===== src/rtl/mixing_player_pkg.sv =====
// Shared types and helpers for the voice mixer.
package mixing_player_pkg;

  typedef enum logic [2:0] {
    IDLE,
    COLLECT,
    MIX,
    SCALE,
    HOLD
  } state_t;

  // Accumulator wide enough to sum num_voices full-scale samples without overflow.
  function automatic int acc_width(input int num_voices, input int sample_w);
    return sample_w + $clog2(num_voices);
  endfunction

endpackage


===== src/rtl/mixing_player_beat_generator.sv =====
// Counts request pulses and emits a one-cycle beat each time the count wraps.
module beat_generator #(
  parameter int WIDTH = 10,
  parameter int STOP  = 1000
) (
  input  logic clk,
  input  logic reset,
  input  logic en,
  output logic beat
);

  logic [WIDTH-1:0] count;

  // Wrap at STOP-1; beat rises on the same edge the counter returns to 0.
  always_ff @(posedge clk or negedge reset) begin
    if (!reset) begin
      count <= '0;
      beat  <= 1'b0;
    end else begin
      beat <= 1'b0;
      if (en) begin
        if (count == WIDTH'(STOP - 1)) begin
          count <= '0;
          beat  <= 1'b1;
        end else begin
          count <= count + WIDTH'(1);
        end
      end
    end
  end

endmodule


===== src/rtl/mixing_player.sv =====
// Frame-synchronous voice mixer: request, collect, sum, scale/saturate, hold.
module mixing_player
  import mixing_player_pkg::*;
#(
  parameter int NUM_VOICES      = 4,
  parameter int SAMPLE_W        = 16,
  parameter int BEAT_COUNT      = 1000,
  parameter int COLLECT_TIMEOUT = 256
) (
  input  logic                           clk,
  input  logic                           reset,
  input  logic                           play,
  input  logic                           new_frame,
  input  logic [NUM_VOICES*SAMPLE_W-1:0] voice_sample,
  input  logic [NUM_VOICES-1:0]          voice_ready,
  input  logic [NUM_VOICES-1:0]          voice_enable,
  input  logic [2:0]                     volume,
  output logic                           generate_next_sample,
  output logic                           beat,
  output logic [SAMPLE_W-1:0]            sample_out,
  output logic                           mix_done,
  output logic                           overrun,
  output logic                           clipped
);

  localparam int AW = acc_width(NUM_VOICES, SAMPLE_W);
  localparam int IW = (NUM_VOICES > 1) ? $clog2(NUM_VOICES) : 1;
  localparam int TW = $clog2(COLLECT_TIMEOUT + 1);
  localparam int BW = (BEAT_COUNT > 1) ? $clog2(BEAT_COUNT) : 1;
  localparam logic signed [AW-1:0] SMAX = AW'((2 ** (SAMPLE_W - 1)) - 1);
  localparam logic signed [AW-1:0] SMIN = ~SMAX;

  state_t state, state_nxt;

  logic [NUM_VOICES-1:0]                captured, cap_set;
  logic [NUM_VOICES-1:0][SAMPLE_W-1:0]  smp;
  logic [TW-1:0]                        tmo;
  logic [IW-1:0]                        idx;
  logic signed [AW-1:0]                 acc, acc_sh;
  logic signed [SAMPLE_W-1:0]           held, cur, sat_val;
  logic                                 all_in, busy, sat_hi, sat_lo;

  // Only the first ready pulse per voice inside COLLECT is taken.
  assign cap_set = (state == COLLECT) ? (voice_ready & ~captured) : '0;
  assign all_in  = ((captured | cap_set) & voice_enable) == voice_enable;
  assign busy    = state inside {COLLECT, MIX, SCALE};

  // Uncaptured or muted voices contribute zero.
  assign cur     = (captured[idx] && voice_enable[idx]) ? smp[idx] : '0;
  assign acc_sh  = acc >>> volume;
  assign sat_hi  = acc_sh > SMAX;
  assign sat_lo  = acc_sh < SMIN;
  assign sat_val = sat_hi ? SMAX[SAMPLE_W-1:0] :
                   sat_lo ? SMIN[SAMPLE_W-1:0] : acc_sh[SAMPLE_W-1:0];

  // State register.
  always_ff @(posedge clk or negedge reset) begin
    if (!reset) state <= IDLE;
    else        state <= state_nxt;
  end

  // Next state: a frame arriving while busy aborts the mix.
  always_comb begin
    state_nxt = state;
    case (state)
      IDLE, HOLD: if (new_frame) state_nxt = play ? COLLECT : IDLE;
      COLLECT: begin
        if (new_frame) state_nxt = IDLE;
        else if (all_in || tmo == TW'(COLLECT_TIMEOUT - 1)) state_nxt = MIX;
      end
      MIX: begin
        if (new_frame) state_nxt = IDLE;
        else if (idx == IW'(NUM_VOICES - 1)) state_nxt = SCALE;
      end
      SCALE:   state_nxt = new_frame ? IDLE : HOLD;
      default: state_nxt = IDLE;
    endcase
  end

  // Voice capture, collect timeout and serial accumulation.
  always_ff @(posedge clk or negedge reset) begin
    if (!reset) begin
      captured <= '0;
      smp      <= '0;
      tmo      <= '0;
      idx      <= '0;
      acc      <= '0;
    end else begin
      if (state_nxt == COLLECT && state != COLLECT) begin
        captured <= '0;
        tmo      <= '0;
      end else if (state == COLLECT) begin
        captured <= captured | cap_set;
        tmo      <= tmo + TW'(1);
        for (int i = 0; i < NUM_VOICES; i++)
          if (cap_set[i]) smp[i] <= voice_sample[i*SAMPLE_W +: SAMPLE_W];
      end
      if (state != MIX) begin
        idx <= '0;
        acc <= '0;
      end else begin
        idx <= idx + IW'(1);
        acc <= acc + AW'(cur);
      end
    end
  end

  // Frame output, request pulse, held sample and sticky flags.
  always_ff @(posedge clk or negedge reset) begin
    if (!reset) begin
      held                 <= '0;
      sample_out           <= '0;
      generate_next_sample <= 1'b0;
      mix_done             <= 1'b0;
      overrun              <= 1'b0;
      clipped              <= 1'b0;
    end else begin
      generate_next_sample <= new_frame && play && (state == IDLE || state == HOLD);
      mix_done             <= 1'b0;
      if (new_frame) begin
        sample_out <= play ? held : '0;
        if (busy) overrun <= 1'b1;
      end else if (state == SCALE) begin
        held     <= sat_val;
        mix_done <= 1'b1;
        if (sat_hi || sat_lo) clipped <= 1'b1;
      end
    end
  end

  beat_generator #(
    .WIDTH (BW),
    .STOP  (BEAT_COUNT)
  ) u_beat (
    .clk   (clk),
    .reset (reset),
    .en    (generate_next_sample),
    .beat  (beat)
  );

endmodule


===== config.mk =====
export PLATFORM = sky130hd
export DESIGN_NAME = mixing_player
export DESIGN_NICKNAME = d
export VERILOG_FILES = /design/src/rtl/mixing_player_pkg.sv /design/src/rtl/mixing_player_beat_generator.sv /design/src/rtl/mixing_player.sv
export SDC_FILE = /design/constraint.sdc
export NUM_CORES = 1
export LEC_CHECK = 0
export CAP_MARGIN = 20
export CORE_ASPECT_RATIO = 0.5
export CORE_MARGIN = 2
export CORE_UTILIZATION = 59
export CTS_BUF_LIST = sky130_fd_sc_hd__clkbuf_8
export DETAILED_ROUTE_END_ITERATION = 7
export HOLD_SLACK_MARGIN = 0.08
export PLACE_DENSITY = 0.93
export SLEW_MARGIN = 20
export SYNTH_ARGS = -nofsm -noshare
export SYNTH_HDL_FRONTEND = slang
export SYNTH_SLANG_ARGS = --single-unit

===== constraint.sdc =====
create_clock -name clk -period 4.74 [get_ports clk]
set_clock_uncertainty 0.05 [all_clocks]
set_input_delay 1.185 -clock clk [delete_from_list [all_inputs] [get_ports clk]]
set_output_delay 1.185 -clock clk [all_outputs]
set_load 0.05 [all_outputs]

==> After elaboration in Yosys (flattened, before gate mapping) <==
Index checks and enable logic that the tools add are counted.
{ "op_classes": {"shift": 1, "n_reduce_logical": 18, "bitwise_logic": 6, "n_eq_ne": 11, "muxes": 30, "n_lt_le_gt_ge": 3, "n_addsub": 4} }
{ "ops": {"columns": ["op", "n"], "rows": [
  ["16-bit two-way mux", 5],
  ["16-bit binary-select mux with 2-bit select", 1],
  ["18-bit by 16-bit adder with 18-bit output", 1],
  ["18-bit by 16-bit greater-than comparator with 1-bit output, second input constant", 1],
  ["18-bit by 16-bit less-than comparator with 1-bit output, second input constant", 1],
  ["18-bit two-way mux", 1],
  ["3-bit two-way mux", 6],
  ["9-bit two-way mux", 2],
  ["18-bit by 3-bit >>> shifter with 18-bit output", 1],
  ["3-bit AND reduction", 5],
  ["4-bit two-way mux", 3],
  ["3-bit case mux with 4 select lines", 1],
  ["10-bit by 1-bit adder with 10-bit output, second input constant", 1],
  ["10-bit equality test, second input constant", 1],
  ["10-bit two-way mux", 1],
  ["9-bit by 1-bit adder with 9-bit output, second input constant", 1],
  ["9-bit by 8-bit equality test with 1-bit output, second input constant", 1],
  ["4-bit bitwise AND", 2],
  ["1-bit two-way mux", 7],
  ["3-bit by 1-bit equality test with 1-bit output, second input constant", 2],
  ["3-bit by 2-bit equality test with 1-bit output, second input constant", 2],
  ["1-bit binary-select mux with 2-bit select", 2],
  ["4-bit equality test", 1],
  ["1-bit logical AND", 4],
  ["16 further kinds", 20]
]} }
{ "word_totals": {"in_bits": 79, "word_cells": 90, "regBits": 147, "out_inout_bits": 21} }

==> Logic depth before layout (Yosys ltp) <==
Gate-level depths: netlist (run 1).
{ "logic_depth": {"ltp_word": 14, "ltp_mapped": 13, "depth_no_buf": 12} }

==> Modules after synthesis <==
A second synthesis (run 1) with hierarchy kept.
{ "unflattened": {"cells_unflattened": 701, "area_unflattened_um2": 7632.3} }
{ "by_module_without_submodules": {"columns": ["mod", "seq_area_each_um2", "area_each_um2", "instances", "cells_per_inst"], "rows": [
  ["mixing_player", 3403.3, 7100.6, 1, 649],
  ["beat_generator", 275.3, 531.8, 1, 52]
]} }

==> Worst setup path before layout (run 1) <==
Ideal clock, no wire load.
{ "synth_path": {"kind": "input to register", "from": "input voice_enable[3]", "to": "register acc[16]", "stages": 13, "setup_ns": 0.079, "t_arrival_ns": 3.716, "required_ns": 4.611, "path_buffers": 1, "path_slack_ns": 0.894, "path_cell_list": "nand2_1 > mux4_2 > clkbuf_1 > nor2b_1 > ha_1 > inv_1 > fa_1 > nor2b_1 > o211ai_1 > a211oi_1 > a211oi_1 > a21oi_1 > mux2i_1"} }
{ "synth_via": {"elab_chain_len": 6} }
{ "synth_lines": {"columns": ["element", "line", "rtl"], "rows": [
  ["start, declared", "mixing_player.sv:16", "input logic [NUM_VOICES-1:0] voice_enable,"],
  ["1-bit binary-select mux with 2-bit select", "mixing_player.sv:49", "assign cur = (captured[idx] && voice_enable[idx]) ? smp[idx] : '0;"],
  ["1-bit two-way mux (implied by the code)", "mixing_player.sv:49", null],
  ["1-bit logical AND", "mixing_player.sv:49", null],
  ["16-bit two-way mux", "mixing_player.sv:49", null],
  ["18-bit by 16-bit adder with 18-bit output", "mixing_player.sv:103", "acc <= acc + AW'(cur);"],
  ["18-bit two-way mux", "mixing_player.sv:98", "if (state != MIX) begin"],
  ["end signal, assigned", "mixing_player.sv:103", null],
  ["end, declared", "mixing_player.sv:39", "logic signed [AW-1:0] acc, acc_sh;"]
]} }
No other way between the ends. The select of a mux whose other input is x is not followed.
A chain may end at the register's enable or synchronous reset.

==> Final worst setup path (run 1) <==
{ "layout_path": {"from": "input voice_enable[0]", "to": "register acc[14]"} }
The elaborated chain is that of the path after synthesis.

==> results of run 1 <==
## per-stage QoR
step / utilization, % / hold WS [ns] / worst slack [ns]
after floorplan: - / 0.396 / 0.894
after global placement: 69.2 / 0.413 / 0.438
after detailed placement: 69.2 / 0.418 / 0.232
after CTS: 72.1 / 0.442 / 0.555
after global routing: 72.1 / 0.460 / 0.356
final: 72.1 / 0.438 / 0.512
## final cells by class
| class | instances | area share, % |
|---|---|---|
| clock buffers | 17 | 2.55 |
| clock inverters | 13 | 1.49 |
| inverters | 31 | 1.27 |
| multi-input cells | 498 | 40.6 |
| flip-flops and latches | 147 | 40.1 |
| well taps | 170 | 2.32 |
| repair buffers | 109 | 11.6 |
## cell families (layout without fill, tap and decap cells)
group           Yosys count  after routing  share of synthesized area (%)
xor+xnor                 17             17                           2.03
buf+inv                  66            170                           4.05
simple gates            215            215                           13.7
flops                   147            147                           47.8
fa+ha+maj                22             22                           3.68
compound gates          132            132                           9.81
mux                     112            112                           18.9
## flip-flops by register name, summed over array words and instances (netlist names)
register and flops:
mix_done 1, generate_next_sample 1, u_beat.count 10, sample_out 16, clipped 1, smp 64
acc 18, captured 4, held 16, tmo 9, idx 2, overrun 1
u_beat.beat 1, state 3
## how the worst max path moves through the flow
stage,end,slack [ns],cells after the start
after global placement,acc[17]$_DFF_PN0_,0.44,12
after detailed placement,acc[14]$_DFF_PN0_,0.23,13
after global routing,acc[14]$_DFF_PN0_,0.36,13
after floorplan,acc[16]$_DFF_PN0_,0.89,13
after CTS,acc[14]$_DFF_PN0_,0.56,13
final,acc[14]$_DFF_PN0_,0.51,13
## per-layer routing
| layer | GRT usage (%) | vias to the layer above | routed length, µm |
|---|---|---|---|
| met2 | 42.4 | 205 | 8320 |
| met3 | 6.42 | 39 | 1130 |
| met5 | 0 | - | 0 |
| met4 | 9.87 | 0 | 448 |
| li1 | - | 2677 | - |
| met1 | 36.1 | 2884 | 7630 |
## layout by cell type (no fill, tap or decap), types with 5 or more instances in the layout
master	synthesis	routed
a211oi_1	5	5
a21o_1	5	5
a21oi_1	51	51
and2_1	5	5
and3_1	7	7
buf_4	2	10
clkbuf_8	0	17
clkdlybuf4s50_1	0	98
dfrtp_1	147	147
ha_1	21	21
inv_1	31	31
mux2_2	68	68
mux2i_1	26	26
mux4_1	7	7
mux4_2	11	11
nand2_1	64	64
nand2b_1	11	11
nand3_1	10	10
nand4_1	8	8
nor2_1	58	58
nor2b_1	18	18
nor3_1	12	11
o21ai_0	46	46
o21bai_1	5	5
xnor2_1	9	9
xor2_1	7	7
## power by group
| group | leakage (nW) | internal, W | switching [W] |
|---|---|---|---|
| sequential | 1.87 | 0.00167 | 0.000257 |
| clock | 0.180 | 0.000460 | 0.000494 |
| combinational | 1.90 | 0.000618 | 0.000528 |
## worst register-to-register path, stage by stage (launching register included)
cell and delay, ns:
dfrtp_1 0.91, mux4_2 0.65, nor2b_1 0.17, ha_1 0.19
inv_1 0.06, fa_1 0.38, nor2b_1 0.23, o211ai_1 0.20
a211oi_1 0.44, a211oi_1 0.17, o21bai_1 0.19, mux2i_1 0.24
==> run metrics, run 1 <==
Critical Path, Cell by Cell clkdlybuf4s50_1 -> nand2_1 -> mux4_2 -> nor2b_1 -> ha_1 -> inv_1 -> fa_1 -> nor2b_1 -> o211ai_1 -> a211oi_1 -> a211oi_1 -> o21bai_1 -> mux2i_1; Fmax roughly 240 MHz; via count 5805; first-pass GRT wire length 29100 µm; crit path kind input port to register; register area about 3700 µm²; Reg2Reg Setup Slack just under 0.8 ns; Power Dens Cells between 400 and 500 nW/µm²; Tot GR Track Use a little over a quarter; crit path from voice_enable[0]; FF-to-FF End acc[14]$_DFF_PN0_; status finished clean; Hold Path Class register to register; post-route design area around 9200 µm²; Pins Over Slew Limit 0; critical path's largest stage delay between 0.5 and 0.6 ns; row cnt 29; Fillers 898; Yosys cell types 52; initial antenna violation count 0; number of global-route vias before repair about 6000; layout cell share with drive strength beyond 1 between 15 and 20%; via/cell ratio just under 6; Starting Density between 60% and 70%; most frequent cells after synthesis 147 x dfrtp_1, 68 x mux2_2, 64 x nand2_1; synth top area cells dfrtp_1 48%, mux2_2 10%, ha_1 3.4%; Antenna diodes 0; worst-skew pair later-pin latency between 0.4 and 0.5 ns; htree depth 4; Remaining Overflow, GRT 0; Pleak slightly below 4 nW; Crit path required time between 5 and 6 ns; Syn Area/Cell 10.8 µm²; die span in x 165 µm; area leader, netlist dfrtp_1; final cell count without fillers roughly 990; period utilization between 80% and 90%; endpoints failing setup 0; largest net degree at the start of global routing 86; family with the most delay on the worst path compound AO/OA/AOI/OAI gates; IO buf count 99; CTS tree yes; top_reg_cell synth dfrtp_1; critical hold path startpoint held[12]$_DFFE_PN0P_; Worst Path Max Fanout 3; DRT iter0 DRCs 399; Placer Congestion roughly 0.98; max-cap violation count 0; slowest CP cell mux4_2; FF+latch count, synth between 100 and 150; RSZ-0062 raised after global routing false; area added between synthesis and finish 19.1%; DRC errors left 0; hold-critical path depth 2; Final Power 0.00403 W; Placed Area between 8000 and 9000 µm²; CORE AREA approximately 13000 µm²; Max clock buf depth 2; Post-Syn Instances roughly 710; Hold Buf Count CTS 0; number of routed nets with antenna violations 0; worst vdd ir 0.000241 V; Synth top area share roughly 48%; Post-CTS Repair Setup Buffers 0; Chip Height about 85 µm; multi-input logic area about 3700 µm²; final hold viol count 0; endpoint class of the critical path register; syn_nets between 800 and 900; synth warn 0; register area share after synthesis 47.8%; Placed Cells between 900 and 1000; Clock Sinks 147; final net count about 900; Avg WL per Cell around 18 µm; CTS clk-pin slew, worst paths ~0.080 ns; Bufs and invs on worst path 2; Resize count post-CTS 0; DP HPWL roughly 12000 µm; Critical Path AT approximately 4.5 ns; root buffer cell clkbuf_8; Num CTS Buffers 17; asr flop ratio synth 100%; # IOs 100; most common cell in the netlist dfrtp_1; CP startpoint kind input port; Reg-to-Reg Start idx[0]$_DFF_PN0_; Worst-Margin Slew 1.13 ns; Slew HR 24.7%; cell area after synthesis 7690 µm²; total negative slack 0 ns; full die area between 10000 and 15000 µm²; EDFF count, synth 0; Hold Path End sample_out[12]$_DFFE_PN0P_; cell count of the worst reg-to-reg path 11; post-detailed-routing wire length ~18000 µm; first-pass iteration count of the detailed router 7; Period minus WS final 4.23 ns
No activity file was read; power rests on OpenSTA's default activity.
==> inputs of run 2 (changes only) <==
--- a/config.mk
+++ b/config.mk
@@ -10,6 +10,7 @@
 export CORE_MARGIN = 2
 export CORE_UTILIZATION = 59
 export CTS_BUF_LIST = sky130_fd_sc_hd__clkbuf_8
+export CTS_CLUSTER_DIAMETER = 80
 export DETAILED_ROUTE_END_ITERATION = 7
 export HOLD_SLACK_MARGIN = 0.08
 export PLACE_DENSITY = 0.93
==> constraint.sdc (replaced) <==
create_clock -name clk -period 5.4 [get_ports clk]
set_clock_uncertainty 0.05 [all_clocks]
set_input_delay 1.35 -clock clk [delete_from_list [all_inputs] [get_ports clk]]
set_output_delay 1.35 -clock clk [all_outputs]
set_load 0.05 [all_outputs]
==> run 2 against run 1 <==
  * Power shrank 11%
  * Die area unchanged
  * Register-to-register slack gained 0.62 ns
  * Setup slack improved by 0.37 ns
  * Clock power is 9.5% lower
  * Combinational power down 12%
  * Global-route usage barely moved
  * Count of clock-buffer cells in the layout rose by 2
  * Final area decreased by 0.11%
  * Critical path type unchanged
==> run metrics, run 2 (synthesis results as in run 1) <==
Crit path required time 5.71 ns (+0.65 ns); period utilization between 80% and 90%; full die area 14000 µm² (unchanged); first-pass iteration count of the detailed router 5 (-2); final worst slack 0.881 ns (+0.369 ns); crit path kind input port to register; Max clock buf depth 2 (unchanged); endpoint class of the critical path register; family with the most delay on the worst path compound AO/OA/AOI/OAI gates; sw frac 31.6% (-0.16 points); Biggest register smp; max-cap violation count 0 (unchanged); CTS clk-pin slew, worst paths 0.08 ns (about the same); multi-input logic area 3720 µm² (unchanged); worst vdd ir 0.000196 V (-18%); final net count 900 (-0.55%); htree depth 4 (unchanged); Bufs and invs on worst path 2 (unchanged); IO buf count 99 (unchanged); Worst-Margin Slew 1.15 ns (+0.0227 ns); # IOs 100 (unchanged); RSZ-0062 raised after global routing false; Final Power 0.00357 W (-11%); Chip Height 84.7 µm (unchanged); Place WS 0.647 ns (+0.415 ns); Clock Sinks 147 (unchanged); Post-CTS Repair Setup Buffers 0 (unchanged); Pleak 3.94 nW (about the same); Avg WL per Cell 17.7 µm (-0.75%); Largest register FFs 64 (unchanged); worst-skew pair later-pin latency 0.45 ns (about the same); Critical Path, Cell by Cell clkdlybuf4s50_1 -> nand2_1 -> mux4_2 -> nor2b_1 -> ha_1 -> inv_1 -> fa_1 -> nor2b_1 -> o211ai_1 -> a211oi_1 -> a211oi_1 -> a21oi_1 -> mux2i_1; combinational share of power 28.3% (about the same); number of global-route vias before repair 5890 (-0.42%); largest net degree at the start of global routing 117 (+36%); DP HPWL 11900 µm (-2.8%); Slew HR 23.1% (-1.5 points); CP startpoint kind input port; final cell count without fillers 982 (-0.30%); root buffer cell clkbuf_8; Seq pwr share 47.5% (-0.4 points); Antenna diodes 0 (unchanged); area added between synthesis and finish 19.0%; via count 5699 (-1.8%); endpoints failing setup 0 (unchanged); Fillers 865 (-3.7%); Fmax approximately 220 MHz; slowest CP cell mux4_2; clock power share 24.2% (+0.5 points); Placed Cells 950 (-0.52%); DRT iter0 DRCs 386 (-3.3%); register area 3680 µm² (unchanged); Placer Congestion 0.946 (-3.4%); Period minus WS final 4.52 ns; via/cell ratio 5.80 (-1.5%); most frequent cells in the layout 147 x dfrtp_1, 98 x clkdlybuf4s50_1, 68 x mux2_2; Pins Over Slew Limit 0 (unchanged); CORE AREA 12700 µm² (unchanged); Power Dens Cells 390 nW/µm² (-11%); commonest non-fill, non-tap cell in the layout dfrtp_1; post-route design area 9150 µm² (-0.11%); total negative slack 0 ns (unchanged); first-pass GRT wire length 28800 µm (-0.97%); DRC errors left 0 (unchanged); Num CTS Buffers 17 (unchanged); critical path's largest stage delay 0.67 ns (+0.16 ns); Tot GR Track Use 26.6% (-0.048 points); Critical Path AT 4.83 ns (+0.29 ns); Regs by FF count smp x64, acc x18; initial antenna violation count 0 (unchanged); Remaining Overflow, GRT 0 (unchanged); Hold Buf Count CTS 0 (unchanged); Internal 0.00244 W (-11%); Worst Path Max Fanout 16 (+13); CTS tree yes; Net Switching 0.00113 W (-12%); status finished clean; final hold viol count 0 (unchanged); number of routed nets with antenna violations 0 (unchanged); die span in x 165 µm (unchanged); layout cell share with drive strength beyond 1 15.9% (-0.43 points); Placed Area 8750 µm² (-0.43%); post-detailed-routing wire length 17300 µm (-1.1%); Starting Density 60.6% (unchanged); row cnt 29 (unchanged); Hold Path Class register to register; Resize count post-CTS 0 (unchanged)
-- run 2: cell count changes in the layout (fill, tap and decap cells not counted), sizes merged --
cell      change
clkinvlp      -2
buf           -6
inv           +1
clkinv        +1
clkbuf        +3
-- run 2: per-layer routing --
metal	vias up	GRT usage (%)	part of all wire, %
met4	0	9.01	2.2
li1	2671	-	-
met2	213	43.6	48
met1	2782	36.0	44
met3	33	5.48	6.1
met5	-	0	0
-- run 2: worst register-to-register path, delay by kind of cell, from the launching register on --
family          cells  cell delay (ns)
compound gates      4             1.33
xor+xnor            1             0.19
fa+ha+maj           1             0.37
buf+inv             1             0.37
flops               1             0.74
mux                 1             0.60
simple gates        2             0.21
-- run 2: power by group through the flow --
stage               clock (W)  combinational, W  sequential [W]
floorplan                   0          0.000650         0.00173
global placement            0          0.000954         0.00167
detailed placement          0           0.00100         0.00171
CTS                  0.000866           0.00101         0.00169
global route         0.000919           0.00110         0.00174
finish               0.000864           0.00101         0.00170
-- run 2: worst paths after layout --
check                                         start  slack, ns  depth (start not counted)                         to
worst max-delay path                voice_enable[3]       0.88                         13          acc[16]$_DFF_PN0_
worst min-delay path            held[3]$_DFFE_PN0P_       0.43                          2  sample_out[3]$_DFFE_PN0P_
worst max register to register     idx[0]$_DFF_PN0_       1.40                         10          acc[17]$_DFF_PN0_
worst min register to register  held[3]$_DFFE_PN0P_       0.43                          2  sample_out[3]$_DFFE_PN0P_
max in group asynchronous                     reset       3.39                          2        smp[52]$_DFFE_PN0P_
min in group asynchronous                     reset       0.95                          1        smp[44]$_DFFE_PN0P_
-- run 2: through the flow --
stage | utilization (%) | hold slack [ns]
finish | 72.1 | 0.435
global route | 72.1 | 0.462
CTS | 72.0 | 0.434
detailed placement | 68.9 | 0.412
global placement | 68.9 | 0.416
floorplan | - | 0.396
-- run 2: cell type report --
class                           instances  share of cell area, %
Clock buffer                           19                   2.86
Inverter                               31                   1.27
Sequential cell                       147                   40.2
Clock inverter                         13                   1.46
Tap cell                              170                   2.32
Multi-Input combinational cell        498                   40.6
Timing Repair Buffer                  104                   11.3
